<file path="config.mk">
export PLATFORM = sky130hd
export DESIGN_NAME = seq_step_ctrl
export DESIGN_NICKNAME = d
export VERILOG_FILES = /design/src/rtl/seq_step_ctrl.sv
export SDC_FILE = /design/constraint.sdc
export NUM_CORES = 1
export LEC_CHECK = 0
export BUFFER_PORTS_ARGS = -buffer_cell sky130_fd_sc_hd__buf_2
export CAP_MARGIN = 20
export CORE_AREA = 2 2 65 114
export DETAILED_ROUTE_END_ITERATION = 12
export DIE_AREA = 0 0 67 116
export GPL_ROUTABILITY_DRIVEN = 0
export PLACE_DENSITY = 0.39
export SETUP_SLACK_MARGIN = 0.05
export SYNTH_ARGS = -nofsm -noshare
export SYNTH_HDL_FRONTEND = slang
export SYNTH_SLANG_ARGS = --single-unit
</file>
<file path="constraint.sdc">
create_clock -name clk -period 1.6 [get_ports clk]
set_input_delay 0.16 -clock clk [delete_from_list [all_inputs] [get_ports clk]]
set_output_delay 0.16 -clock clk [all_outputs]
set_load 0.05 [all_outputs]
</file>
<file path="src/rtl/seq_step_ctrl.sv">
// seq_step_ctrl: step scheduler for the sequence player.
// Owns the base-tick prescaler, the IDLE/RUN/PAUSE control FSM, the rate
// selection and the direction logic, and emits the sequence index `pos`.
// Optional build macro: SEQ_PINGPONG_EN (bounce at the ends instead of wrapping,
// with direction latched from `up` on IDLE->RUN and on reset).
module seq_step_ctrl #(
    parameter int fpga_f   = 50_000_000,
    parameter int TICK_CYC = fpga_f / 2,
    parameter int DEPTH    = 8,
    parameter int PW       = $clog2(DEPTH)
) (
    input  logic          clk,
    input  logic          reset,
    input  logic          start,
    input  logic          stop,
    input  logic          run_tog,
    input  logic          step,
    input  logic          timeS,
    input  logic          up,
    output logic [PW-1:0] pos,
    output logic          step_stb,
    output logic          running,
    output logic          dir,
    output logic          tick_500ms
);

    localparam int CW = (TICK_CYC > 2) ? $clog2(TICK_CYC) : 1;
    localparam logic [CW-1:0] CNT_LAST = CW'(TICK_CYC - 1);
    localparam logic [PW-1:0] POS_LAST = PW'(DEPTH - 1);

    localparam logic [1:0] ST_IDLE  = 2'd0;
    localparam logic [1:0] ST_RUN   = 2'd1;
    localparam logic [1:0] ST_PAUSE = 2'd2;

    logic [1:0]    state_q, state_d;
    logic [PW-1:0] pos_q, pos_d;
    logic [CW-1:0] cnt_q, cnt_d;
    logic          phase_q, phase_d;
    logic          stb_q, stb_d;
    logic          tick_q, tick_d;

    logic          tick;
    logic          adv;
    logic [PW-1:0] pos_adv;

`ifdef SEQ_PINGPONG_EN
    localparam logic [PW-1:0] POS_PEN = PW'(DEPTH - 2);
    logic dir_q, dir_d;
    logic dir_adv;

    // Next position/direction for one advance, bouncing at both end points
    always_comb begin
        pos_adv = pos_q;
        dir_adv = dir_q;
        if (dir_q) begin
            if (pos_q == POS_LAST) begin
                pos_adv = POS_PEN;
                dir_adv = 1'b0;
            end else begin
                pos_adv = pos_q + 1'b1;
            end
        end else begin
            if (pos_q == '0) begin
                pos_adv = PW'(1);
                dir_adv = 1'b1;
            end else begin
                pos_adv = pos_q - 1'b1;
            end
        end
    end

    assign dir = dir_q;
`else
    // Next position for one advance, wrapping around in the live direction
    always_comb begin
        pos_adv = pos_q;
        if (up) begin
            pos_adv = (pos_q == POS_LAST) ? '0 : pos_q + 1'b1;
        end else begin
            pos_adv = (pos_q == '0) ? POS_LAST : pos_q - 1'b1;
        end
    end

    assign dir = up;
`endif

    assign tick = (cnt_q == CNT_LAST);

    // Control FSM, prescaler and position update; stop beats run_tog/start beats step beats tick
    always_comb begin
        state_d = state_q;
        pos_d   = pos_q;
        phase_d = phase_q;
        stb_d   = 1'b0;
        tick_d  = tick;
        cnt_d   = tick ? '0 : cnt_q + 1'b1;
        adv     = 1'b0;
`ifdef SEQ_PINGPONG_EN
        dir_d   = dir_q;
`endif
        if (stop) begin
            state_d = ST_IDLE;
            pos_d   = '0;
            phase_d = 1'b0;
        end else begin
            case (state_q)
                ST_IDLE: begin
                    if (start) begin
                        state_d = ST_RUN;
                        phase_d = 1'b0;
                        cnt_d   = '0;
`ifdef SEQ_PINGPONG_EN
                        dir_d   = up;
`endif
                    end
                end
                ST_RUN: begin
                    if (run_tog) begin
                        state_d = ST_PAUSE;
                    end else if (tick) begin
                        phase_d = ~phase_q;
                        adv     = timeS | ~phase_q;
                    end
                end
                ST_PAUSE: begin
                    if (run_tog) begin
                        state_d = ST_RUN;
                        phase_d = 1'b0;
                        cnt_d   = '0;
                    end else if (step) begin
                        adv = 1'b1;
                    end
                end
                default: begin
                    state_d = ST_IDLE;
                    pos_d   = '0;
                    phase_d = 1'b0;
                end
            endcase
        end
        if (adv) begin
            pos_d = pos_adv;
            stb_d = 1'b1;
`ifdef SEQ_PINGPONG_EN
            dir_d = dir_adv;
`endif
        end
    end

    // State registers with synchronous reset
    always_ff @(posedge clk) begin
        if (reset) begin
            state_q <= ST_IDLE;
            pos_q   <= '0;
            cnt_q   <= '0;
            phase_q <= 1'b0;
            stb_q   <= 1'b0;
            tick_q  <= 1'b0;
`ifdef SEQ_PINGPONG_EN
            dir_q   <= up;
`endif
        end else begin
            state_q <= state_d;
            pos_q   <= pos_d;
            cnt_q   <= cnt_d;
            phase_q <= phase_d;
            stb_q   <= stb_d;
            tick_q  <= tick_d;
`ifdef SEQ_PINGPONG_EN
            dir_q   <= dir_d;
`endif
        end
    end

    assign pos        = pos_q;
    assign step_stb   = stb_q;
    assign running    = (state_q == ST_RUN);
    assign tick_500ms = tick_q;

endmodule
</file>
======== Word-level counts from Yosys, hierarchy flattened ========
Index checks and enable logic that the tools add are counted.
storage, ports and cells
  input port bits ......................... 8
  word-level logic and storage cells ...... 54
  output and inout bits ................... 7
  flip-flop bits (word level) ............. 33
operators by class
  bitwise operators ....................... 2
  mux-type cells .......................... 27
  equal/unequal tests ..................... 10
  reductions and logical operators ........ 6
  add/sub/neg operators ................... 3
operators with widths
  kind                     count
  $mux W25                 4
  $pmux W25 S2             1
  $add A25 B1 Y25 const B  1
  $eq A25 B25 Y1 const B   1
  $mux W3                  6
  $mux W1                  10
  $ne A2 B2 Y1 const B     4
  $mux W2                  3
  $pmux W2 S3              1
  $reduce_and A4 Y1        1
  $add A3 B1 Y3 const B    1
  $eq A3 B3 Y1 const B     1
  $logic_not A3 Y1         1
  $ne A3 B1 Y1 const B     1
  $pmux W1 S3              1
  $reduce_and A3 Y1        1
  $reduce_or A3 Y1         1
  $sub A3 B1 Y3 const B    1
  $eq A2 B1 Y1 const B     1
  $eq A2 B2 Y1 const B     1
  $logic_not A2 Y1         1
  $ne A2 B1 Y1 const B     1
  $pmux W1 S2              1
  $reduce_or A2 Y1         1
  2 further kinds          2

======== Longest topological paths before layout ========
  word-level depth ........................ 7
  depth in mapped cells ................... 9
  mapped depth without buffers ............ 7

======== Worst setup path before layout ========
OpenSTA, ideal clock, no wires.
  kind .................................... register to register
  from .................................... register state_q[1]
  to ...................................... register pos_q[0] (netlist: pos[0])
  buffers on the path ..................... 0
  setup slack ............................. -0.319 ns
  stages on the path, launching flop included .. 7
  setup time .............................. 0.061 ns
  clock period less this slack ............ 1.919 ns
  required time ........................... 1.539 ns
  arrival time ............................ 1.858 ns
  cell sequence ........................... dfxtp_1 -> inv_1 -> ha_1 -> nand2b_1 -> or3b_2 -> o21ai_2 -> a221o_1
between the ends
  cells in the longest elaborated chain, start to end .. 4
  elaborated cells between the ends (all ways) .. 8
  those cells by class .................... eq/ne (3); mux (3); reduce/logical (2)
ends and longest elaborated chain
  what                                                             RTL line  text
  from (decl)                                                      35        logic [1:0] state_q, state_d;
  from (signal assigned)                                           163       state_q <= state_d;
  $eq A2 B1 Y1 (*)                                                 --
  net running                                                      22        output logic running,
  $pmux W1 S2                                                      106       case (state_q)
  $mux W1                                                          101       if (stop) begin
  $ne A3 B1 Y1 (no source line) / $mux W3 (equally long branches)  --
  to (signal assigned)                                             164       pos_q <= pos_d;
  to (decl)                                                        36        logic [PW-1:0] pos_q, pos_d;
Mark *: on every way through the listed nets, which the timed path passes. The rest lies on a longest branch.
A chain may end at the register's enable or synchronous reset.

======== Worst setup path in the final report ========
  from .................................... register cnt_q[9]
  to ...................................... register pos_q[1] (netlist: pos[1])
between the ends
  cells in the longest elaborated chain, start to end .. 6
  elaborated cells between the ends (all ways) .. 7
  those cells by class .................... eq/ne (2); mux (5)
ends and longest elaborated chain
  what                                                             RTL line  text
  from (decl)                                                      37        logic [CW-1:0] cnt_q, cnt_d;
  from (signal assigned)                                           165       cnt_q <= cnt_d;
  $eq A25 B25 Y1 (*)                                               87        assign tick = (cnt_q == CNT_LAST);
  $mux W1 (*)                                                      120       end else if (tick) begin
  $mux W1 (*)                                                      118       if (run_tog) begin
  $pmux W1 S2 (*)                                                  106
  $mux W1 (*)                                                      101
  $ne A3 B1 Y1 (no source line) / $mux W3 (equally long branches)  --
Mark *: on every way between the ends. The rest lies on a longest branch, timed or not.

==> flow_summary.json <==
{
  "path_class": "reg2reg",
  "fin_total_pwr_uw": 1930,
  "synth.distinct_cells": 33,
  "vias_per_cell": 4.34,
  "maxCapViolations": 0,
  "gr-usage-all-layers_pct": 11.6,
  "critPathArrivalTime_ns": 1.83,
  "clk_pin_slew_worst_paths_ns": 0.05,
  "slew_viol_final": 0,
  "grt_overflow": 0,
  "avgSynthCellArea_um2": 8.75,
  "p_seq_share_pct": 43.6,
  "syn-num-nets": 208,
  "antenna_left": 0,
  "core_area_mm2": 0.00681,
  "final_area_mm2": 0.00238,
  "critPathMaxFanout": 5,
  "status": "finished with violations",
  "cts_num_sinks": 33,
  "area_growth_pct": 42.2,
  "critical_path.top_delay_family": "simple AND/OR/NAND/NOR gates",
  "hp-class": "in2reg",
  "firstDrtPassIters": 4,
  "min-delay-start": "stop",
  "finalCritPeriodShare_pct": 104,
  "start_util_pct": 24.6,
  "wl_per_cell_um": 11.7,
  "dpl.hpwl_mm": 2.94,
  "top_layer": "met4",
  "finalSetupTns_ns": -0.195,
  "final_hold_viol_count": 0,
  "port_buffers": 14,
  "htreeDepth": 2,
  "cp.required_ns": 1.76,
  "holdPathStages": 2,
  "antenna_found_initial": 0,
  "drt_iter0_markers": 40,
  "grt_pass1_vias": 1444,
  "rsz0062_at_grt": "true",
  "crit_cells": 5,
  "path_cells": "nor4_2 > nand4_1 > or3_4 > and3_1 > a221o_1",
  "p_per_area_mw_per_mm2": 810,
  "timing.fmax_mhz": 601,
  "max_stage_delay_ns": 0.39,
  "switching_share_pct": 23.4,
  "cts_buffers": 5,
  "syn_area_mm2": 0.00167,
  "wl_met3_um": 125,
  "die-area_mm2": 0.00777,
  "period_needed_ns": 1.66,
  "peakVddDrop_uv": 452,
  "fp.dieW_um": 67,
  "p_comb_share_pct": 8.4,
  "power_switching_uw": 450,
  "r2r_slack_ns": -0.06,
  "cts-root-buf": "clkbuf_16",
  "fin_ws_ns": -0.0635,
  "hold_end": "state_q[1]$_SDFFE_PP0P_",
  "routed_wl_mm": 3.89,
  "ys_seq_area_share_pct": 39.5,
  "slowest_stage": "or3_4",
  "r2r-start": "cnt_q[9]$_SDFF_PP0_",
  "path_buf_inv": 0,
  "antenna_cells": 0,
  "clkPwrFrac_pct": 48.0,
  "ctsHoldBuffers": 0,
  "end_kind": "flop",
  "drive_gt1_share_pct": 34.5,
  "grt_max_degree": 26,
  "route.detailed.drc": 0,
  "num-nets-final": 265,
  "p_leak_uw": 0.000993,
  "worstRegToRegCells": 5,
  "violations": "setup timing",
  "post_cts_buffers": 0,
  "synth-seq-cells": 33,
  "die_y_um": 116,
  "internal_power_uw": 1480,
  "syn_inst": 191,
  "tritoncts": "built",
  "routed-via-count": 1446,
  "rows": 40,
  "met2_length_mm": 2.12,
  "wl_met1_mm": 1.54,
  "worstSkewPairLatency_ns": 0.28,
  "start_kind": "flop",
  "clock_path_buffers": 2,
  "worstMarginPinSlew_ns": 0.463,
  "utilization_pct": 34.9,
  "yosysWarnings": 0,
  "skew_ns": 0.00465,
  "dpl_cell_area_mm2": 0.00222,
  "max_slew_margin_pct": 68.8,
  "pin_count": 15,
  "grt_pass1_wl_mm": 6.64,
  "setup_viol": 6,
  "r2r_end": "pos[1]$_SDFFE_PP0P_"
}
==> worst max path at each step <==
| stage | start | end | slack (ns) |
|---|---|---|---|
| finish | cnt_q[9]$_SDFF_PP0_ | pos[1]$_SDFFE_PP0P_ | -0.06 |
| global route | cnt_q[9]$_SDFF_PP0_ | pos[1]$_SDFFE_PP0P_ | -0.17 |
| CTS | cnt_q[9]$_SDFF_PP0_ | pos[1]$_SDFFE_PP0P_ | -0.08 |
| detailed placement | cnt_q[9]$_SDFF_PP0_ | pos[1]$_SDFFE_PP0P_ | -0.12 |
| global placement | cnt_q[9]$_SDFF_PP0_ | pos[1]$_SDFFE_PP0P_ | -0.11 |
| floorplan | cnt_q[9]$_SDFF_PP0_ | pos[1]$_SDFFE_PP0P_ | -0.01 |
==> layout make-up <==
cell class | instances | area, um2
sequential | 33 | 669
inverter | 7 | 28.8
multi-input combinational | 146 | 1040
tap | 84 | 105
clock inverter | 2 | 10.0
fill | 739 | 4430
clock buffer | 6 | 129
timing repair buffer | 55 | 390
==> synth_stat cells <==
library cell  count  share of area [%]
a21boi_0          2               0.90
a21oi_1           4                1.2
a221o_1           3                1.8
and2_1            1               0.37
and3_1            5                1.9
and3_2            1               0.45
and4_1            3                1.6
and4bb_1          1               0.75
buf_2             3               0.90
buf_4             1               0.45
clkbuf_1          1               0.22
dfxtp_1          33                 40
ha_1              9                6.7
inv_1             7                1.6
nand2_1          15                3.4
nand2b_1          3                1.1
nand3_1          13                3.9
nand3_2           1               0.60
nand4_1           5                1.9
nor2_1           35                7.9
nor3_1            3               0.90
nor3b_1           3                1.3
nor4_1            4                1.5
nor4_4            2                2.5
o21ai_0           3               0.90
o21ai_2           1               0.52
o31ai_1           1               0.45
o41a_1            1               0.67
or3_1             1               0.37
or3_4             1               0.67
or3b_2            1               0.52
xnor2_1           6                3.1
xor2_1           18                9.4
==> power groups by stage <==
stage / Clock (uW) / Sequential (uW) / Combinational, uW
floorplan: 0 / 861 / 101
global placement: 0 / 858 / 165
detailed placement: 0 / 858 / 163
CTS: 966 / 840 / 165
global route: 989 / 841 / 183
finish: 924 / 841 / 162
==> stage by stage <==
| step | worst slack (ns) | hold slack, ns | instances |
|---|---|---|---|
| 5_1_grt | -0.170 | 0.139 | 333 |
| 6_report | -0.0635 | 0.141 | 333 |
| 3_5_place_dp | -0.124 | 0.418 | 325 |
| 2_1_floorplan | -0.0103 | 0.231 | 191 |
| 4_1_cts | -0.0836 | 0.132 | 333 |
| 3_3_place_gp | -0.107 | 0.415 | 325 |
==> per-layer routing <==
metal | vias up | global-route usage (%)
li1 | 768 | -
met1 | 649 | 11.4
met2 | 23 | 21.3
met3 | 6 | 2.91
met4 | 0 | 6.94
met5 | - | 0
==> flip-flops by register name, summed over array words and instances, names as in the netlist <==
name,flops
cnt_q,25
pos,3
state_q,2
phase_q,1
step_stb,1
tick_500ms,1
==> cell families (layout without fill, tap and decap cells) <==
kind of cell / after synthesis / in the layout / synth area share, %
AND/OR/NAND/NOR: 98 / 98 / 31.6
flip-flops: 33 / 33 / 39.5
XOR/XNOR: 24 / 24 / 12.6
AO/OA/AOI/OAI: 15 / 15 / 6.44
buffers and inverters: 12 / 70 / 3.14
adder cells (fa/ha/maj): 9 / 9 / 6.74
==> repair_timing <==
action                                  CTS  global route
gates resized for setup                   5             0
endpoints found under the setup margin   30            30
pin swaps                                 4             1
==> layout by cell type (no fill, tap or decap), types with 4 or more instances in the layout <==
cell type and count:
a21oi_1 4, ha_1 5, nand2_1 15, nand4_1 5, nand3_1 13, dfxtp_2 4
buf_2 14, ha_4 4, dfxtp_1 28, xnor2_1 6, and3_1 4, xor2_1 18
clkbuf_16 5, buf_4 40, nor2_1 35, inv_1 4
Power figures use the tool's default switching activity.
